`src/rtl/ariane_bitmanip_pkg.sv`:
```
// Shared bit-manipulation definitions: CRC polynomials, BM_FUNC CRC codes and
// the CRC unit state type.
package ariane_bitmanip_pkg;

    localparam logic [31:0] BM_CRC32_POLY  = 32'hEDB88320;
    localparam logic [31:0] BM_CRC32C_POLY = 32'h82F63B78;

    // bit2 selects Castagnoli, bits1:0 select b/h/w/d
    localparam logic [8:0] BM_FUNC_CRC32_B  = 9'h000;
    localparam logic [8:0] BM_FUNC_CRC32_H  = 9'h001;
    localparam logic [8:0] BM_FUNC_CRC32_W  = 9'h002;
    localparam logic [8:0] BM_FUNC_CRC32_D  = 9'h003;
    localparam logic [8:0] BM_FUNC_CRC32C_B = 9'h004;
    localparam logic [8:0] BM_FUNC_CRC32C_H = 9'h005;
    localparam logic [8:0] BM_FUNC_CRC32C_W = 9'h006;
    localparam logic [8:0] BM_FUNC_CRC32C_D = 9'h007;

    typedef enum logic [1:0] {
        BM_CRC_IDLE,
        BM_CRC_BUSY,
        BM_CRC_DONE
    } bm_crc_state_t;

    // Bit count for a size code: 8/16/32/64
    function automatic logic [6:0] bm_crc_bits(input logic [1:0] size);
        return 7'd8 << size;
    endfunction

endpackage

```
`src/rtl/ariane_bm_crc_step.sv`:
```
// One reflected CRC bit step over the full operand register.
module ariane_bm_crc_step #(
    parameter int XLEN = 64
) (
    input  logic [XLEN-1:0] x,
    input  logic [XLEN-1:0] poly,
    output logic [XLEN-1:0] x_next
);
    assign x_next = (x >> 1) ^ (poly & {XLEN{x[0]}});
endmodule

```
`src/rtl/ariane_bm_crc.sv`:
```
// Iterative CRC32/CRC32C unit for the bitmanip FU (IDLE -> BUSY -> DONE).
// Define ARIANE_BM_CRC_BYTEWISE_EN to process 8 bits per cycle instead of 1.
module ariane_bm_crc
    import ariane_bitmanip_pkg::*;
#(
    parameter int TRANS_ID_BITS = 3,
    parameter int XLEN          = 64
) (
    input  logic                     clk_i,
    input  logic                     rst_ni,
    input  logic                     flush_i,
    input  logic                     valid_i,
    output logic                     ready_o,
    input  logic [8:0]               operator_i,
    input  logic [XLEN-1:0]          operand_a_i,
    input  logic [TRANS_ID_BITS-1:0] trans_id_i,
    output logic [XLEN-1:0]          result_o,
    output logic                     result_valid_o,
    output logic [TRANS_ID_BITS-1:0] result_trans_id_o
);

`ifdef ARIANE_BM_CRC_BYTEWISE_EN
    localparam int STEPS = 8;
`else
    localparam int STEPS = 1;
`endif
    localparam logic [6:0] STEP_INC = 7'(STEPS);

    bm_crc_state_t            state;
    logic [6:0]               cnt;
    logic [6:0]               n_q;
    logic [XLEN-1:0]          x_q;
    logic [XLEN-1:0]          poly_q;
    logic [TRANS_ID_BITS-1:0] id_q;
    logic [6:0]               cnt_next;
    logic                     unused_op;

    logic [STEPS:0][XLEN-1:0] chain;

    assign unused_op = ^operator_i[8:3];
    assign chain[0]  = x_q;

    for (genvar g = 0; g < STEPS; g++) begin : g_step
        ariane_bm_crc_step #(.XLEN(XLEN)) u_step (
            .x      (chain[g]),
            .poly   (poly_q),
            .x_next (chain[g+1])
        );
    end

    assign cnt_next = cnt + STEP_INC;

    always_ff @(posedge clk_i or negedge rst_ni) begin
        if (!rst_ni) begin
            state  <= BM_CRC_IDLE;
            cnt    <= '0;
            n_q    <= '0;
            x_q    <= '0;
            poly_q <= '0;
            id_q   <= '0;
        end else begin
            case (state)
                BM_CRC_IDLE: begin
                    if (valid_i && !flush_i) begin
                        x_q    <= operand_a_i;
                        poly_q <= {{(XLEN-32){1'b0}},
                                   operator_i[2] ? BM_CRC32C_POLY : BM_CRC32_POLY};
                        id_q   <= trans_id_i;
                        n_q    <= bm_crc_bits(operator_i[1:0]);
                        cnt    <= '0;
                        state  <= BM_CRC_BUSY;
                    end
                end
                BM_CRC_BUSY: begin
                    if (flush_i) begin
                        state <= BM_CRC_IDLE;
                    end else begin
                        x_q <= chain[STEPS];
                        cnt <= cnt_next;
                        // exact compare: N is always a multiple of STEPS, never wraps
                        if (cnt_next == n_q) state <= BM_CRC_DONE;
                    end
                end
                BM_CRC_DONE: state <= BM_CRC_IDLE;
                default:     state <= BM_CRC_IDLE;
            endcase
        end
    end

    assign ready_o           = (state == BM_CRC_IDLE);
    assign result_valid_o    = (state == BM_CRC_DONE) && !flush_i;
    assign result_o          = (state == BM_CRC_DONE) ? x_q  : '0;
    assign result_trans_id_o = (state == BM_CRC_DONE) ? id_q : '0;

endmodule

```
`config.mk`:
```
export PLATFORM = sky130hd
export DESIGN_NAME = ariane_bm_crc
export DESIGN_NICKNAME = d
export VERILOG_FILES = /design/src/rtl/ariane_bitmanip_pkg.sv /design/src/rtl/ariane_bm_crc_step.sv /design/src/rtl/ariane_bm_crc.sv
export SDC_FILE = /design/constraint.sdc
export NUM_CORES = 1
export LEC_CHECK = 0
export ABC_AREA = 0
export CORE_UTILIZATION = 49
export CTS_CLUSTER_DIAMETER = 150
export DETAILED_ROUTE_END_ITERATION = 12
export GPL_ROUTABILITY_DRIVEN = 0
export PLACE_DENSITY = 0.91
export RECOVER_POWER = 50
export SLEW_MARGIN = 20
export SYNTH_ARGS = -nofsm -noshare
export SYNTH_HDL_FRONTEND = slang
export SYNTH_HIERARCHICAL = 1
export SYNTH_SLANG_ARGS = --single-unit
export TNS_END_PERCENT = 10
```
`constraint.sdc`:
```
create_clock -name clk_i -period 2.21 [get_ports clk_i]
set_clock_uncertainty 0.05 [all_clocks]
set_input_delay 0.221 -clock clk_i [delete_from_list [all_inputs] [get_ports clk_i]]
set_output_delay 0.221 -clock clk_i [all_outputs]
set_load 0.01 [all_outputs]
```
==> metrics.md <==
| Metric | Value |
|---|---|
| Synthesized area | 0.00541 sq mm |
| Chip Height | approximately 110 microns |
| Drt wl/cell | roughly 14 microns |
| Yosys warning count | 6 |
| Final hold slack | between 0.3 and 0.4 ns |
| Clock Path Buffers | 2 |
| Critical path type | reg -> out |
| Slowest CP cell | clkdlybuf4s50_1 |
| First-pass GRT wire length | around 21000 microns |
| Root Buffer Master | clkbuf_8 |
| Fmax | between 400 and 500 MHz |
| Initial Util | between 50% and 60% |
| Area of the core | between 0.01 and 0.015 sq mm |
| Top-area cell type share of the netlist area | between 30% and 40% |
| Dominant cell type by count on the critical path | buf_12 |
| Hold Path Origin | operand_a_i[42] |
| ANT cells | 0 |
| Pwr/cell area | around 730 mW/mm^2 |
| Worst setup path start | state[0] |
| Final Cell Area | about 0.0075 sq mm |
| Seq/Total Area, Yosys | between 30% and 40% |
| Fill count | 825 |
| Crit path max-delay family | buffers and inverters |
| Critical Path Sink Type | output pin |
| Pins Over Slew Limit | 0 |
| Nets | about 900 |
| Slew of the pin with the lowest slew margin | slightly above 1 ns |
| Hold WC Path Type | in -> reg |
| Place WS | 0.0779 ns |
| Ratio of cells with drive above 1 in the final layout | between 10% and 20% |
| H-tree depth | 3 |
| I/O pins | between 100 and 150 |
| Grt total ovfl | 0 |
| Slew headroom | approximately a third |
| WP data arrival | between 1.5 and 2 ns |
| Final hold vios | 0 |
| #FFs+latches synth | 83 |
| DIE AREA | roughly 0.011 sq mm |
| Final Cycle Share | between 90% and 100% |
| Reg2Reg Launch Point | state[0] |
| Shortest period the worst path allows | around 2.2 ns |
| Setup TNS | 0 ns |
| Synth area leaders | dfrtp_1, nand2_1, xnor2_1 |
| CTS tree | built |
| Most frequent cells in the layout | nand2_1, clkdlybuf4s50_1, dfrtp_1, nor2_1, and2_1 |
| Routed Antenna Nets | 0 |
| Max incr delay on CP | between 0.5 and 0.6 ns |
| Max Cap Violations | 0 |
| CP Cell Sequence | nor2b_4 > buf_12 > buf_12 > and2_1 > clkdlybuf4s50_1 |
| Clk slew on worst S/H paths | around 0.090 ns |
| Total GRT Usage | 23.1% |
| CP Max Fanout | 17 |
| Max IR drop VDD | around 0.00035 V |
| Buffers on Ports | about 140 |
| Most common cell after layout, fill and taps aside | nand2_1 |
| Drt pass-1 iters | 5 |
| Routed vias | approximately 4800 |
| Die width | between 100 and 150 microns |
| DR iter-0 viols | about 250 |
| Initial antenna violation count | 0 |
| Final wirelength | between 10000 and 15000 microns |
| Num CTS Buffers | 9 |
| Area Growth Syn to Fin | 38.4% |
| FP Rows | 38 |
| Vias per std cell | 4.95 |
| Largest net degree at the start of global routing | 44 |
| Setup ws final | ~0.038 ns |
| Worst path bufs/invs | 3 |
| Endpoints failing setup | 0 |
| Required time worst endpoint | 1.94 ns |
| Status | completed |
| Gate Count Post-Synth | 647 |
| # DRC | 0 |
| Leak | about 3.9 nW |
| Clock latency at the later pin of the worst-skew pair | about 0.35 ns |
| Vias in the first global route | approximately 4600 |
| Placed inst area | ~0.0071 sq mm |
| Cell taking the most area after synthesis | dfrtp_1 |
| Clk sink count | 83 |
| Critical Path Source Type | flop |
| Synth cell types | 37 |
| Syn Area/Cell | about 8.4 sq um |
| Detailed placer's ending HPWL | about 8900 microns |
| Layout Utilization | 69.4% |
[where the power goes]
group          switching, mW  total [mW]  internal [mW]  leakage [nW]
registers              0.418        2.34           1.92         0.950
logic                  0.958        1.96          0.998          2.80
clock network          0.573        1.21          0.640         0.106
total                   1.95        5.50           3.56          3.85
[per-layer routing]
metal / vias to the layer above / part of all wire (%) / GRT usage [%]
met1: 2268 / 43 / 29.7
met5: - / 0 / 0
li1: 2402 / - / -
met4: 0 / 1.4 / 6.75
met3: 14 / 3.5 / 3.53
met2: 97 / 52 / 39.9
[cells in the mapped netlist (all sizes together)]
| master | count |
|---|---|
| or4b | 1 |
| and3 | 4 |
| a21boi | 1 |
| or3 | 1 |
| and2 | 69 |
| dfrtp | 83 |
| a21o | 1 |
| nand3 | 3 |
| or3b | 1 |
| conb | 1 |
| a22o | 2 |
| a31oi | 66 |
| nor2b | 5 |
| nor3b | 1 |
| a22oi | 1 |
| buf | 23 |
| o21ai | 11 |
| nand2b | 4 |
| o31ai | 4 |
| clkbuf | 22 |
| xnor2 | 66 |
| and3b | 1 |
| nor2 | 68 |
| o211ai | 1 |
| xor2 | 1 |
| mux2 | 4 |
| or4 | 1 |
| nand2 | 200 |
| ha | 1 |
[worst reg2reg max path, stage by stage, from the launching register on]
cell and delay [ns]:
dfrtp_2 0.45, or4b_1 0.64, and2_0 0.29, o21ai_0 0.24
o31ai_1 0.11
[flip-flops by register name, summed over array words and instances, names as in the netlist]
| register | count |
|---|---|
| cnt | 7 |
| id_q | 3 |
| n_q | 4 |
| poly_q | 3 |
| state | 2 |
| x_q | 64 |
[per-stage QoR]
stage / power [mW] / std cells
2_1_floorplan: 3.87 / 686
3_3_place_gp: 4.21 / 942
3_5_place_dp: 4.31 / 942
4_1_cts: 5.53 / 959
5_1_grt: 5.91 / 965
6_report: 5.50 / 965
[layout make-up]
| class | count | area (sq um) | area share [%] |
|---|---|---|---|
| timing repair buffer | 168 | 1840 | 24.6 |
| multi-input combinational | 558 | 3170 | 42.4 |
| clock buffer | 10 | 128 | 1.70 |
| tap | 140 | 175 | 2.34 |
| clock inverter | 6 | 90.1 | 1.20 |
| sequential | 83 | 2080 | 27.8 |
[cell families (layout without fill, tap and decap cells)]
family / count (synthesis) / after routing / share of synthesized area (%)
AO/OA/AOI/OAI: 87 / 87 / 14.2
XOR/XNOR: 67 / 67 / 10.8
adder cells (fa/ha/maj): 1 / 1 / 0.231
buffers and inverters: 45 / 184 / 6.06
flip-flops: 83 / 83 / 38.4
multiplexers: 4 / 4 / 0.832
other: 1 / 40 / 0.0693
AND/OR/NAND/NOR: 359 / 359 / 29.4
[what timing repair did]
| action | 4_1_cts | 5_1_grt |
|---|---|---|
| setup buffers | 0 | 4 |
| hold buffers | 1 | 0 |
| gates resized for setup | 6 | 41 |
| cloned | 0 | 2 |
| endpoints found under the setup margin | 34 | 39 |
| endpoints found under the hold margin | 36 | 0 |
[final timing paths]
check | slack [ns] | depth (start not counted) | to
min reg2reg | 0.46 | 2 | n_q[6]
max reg2reg | 0.32 | 4 | cnt[5]
max | 0.04 | 5 | result_o[3]
min | 0.38 | 3 | x_q[42]
max in group asynchronous | 0.60 | 3 | x_q[33]
min in group asynchronous | 0.53 | 2 | x_q[18]
No activity file was read; power rests on OpenSTA's default activity.
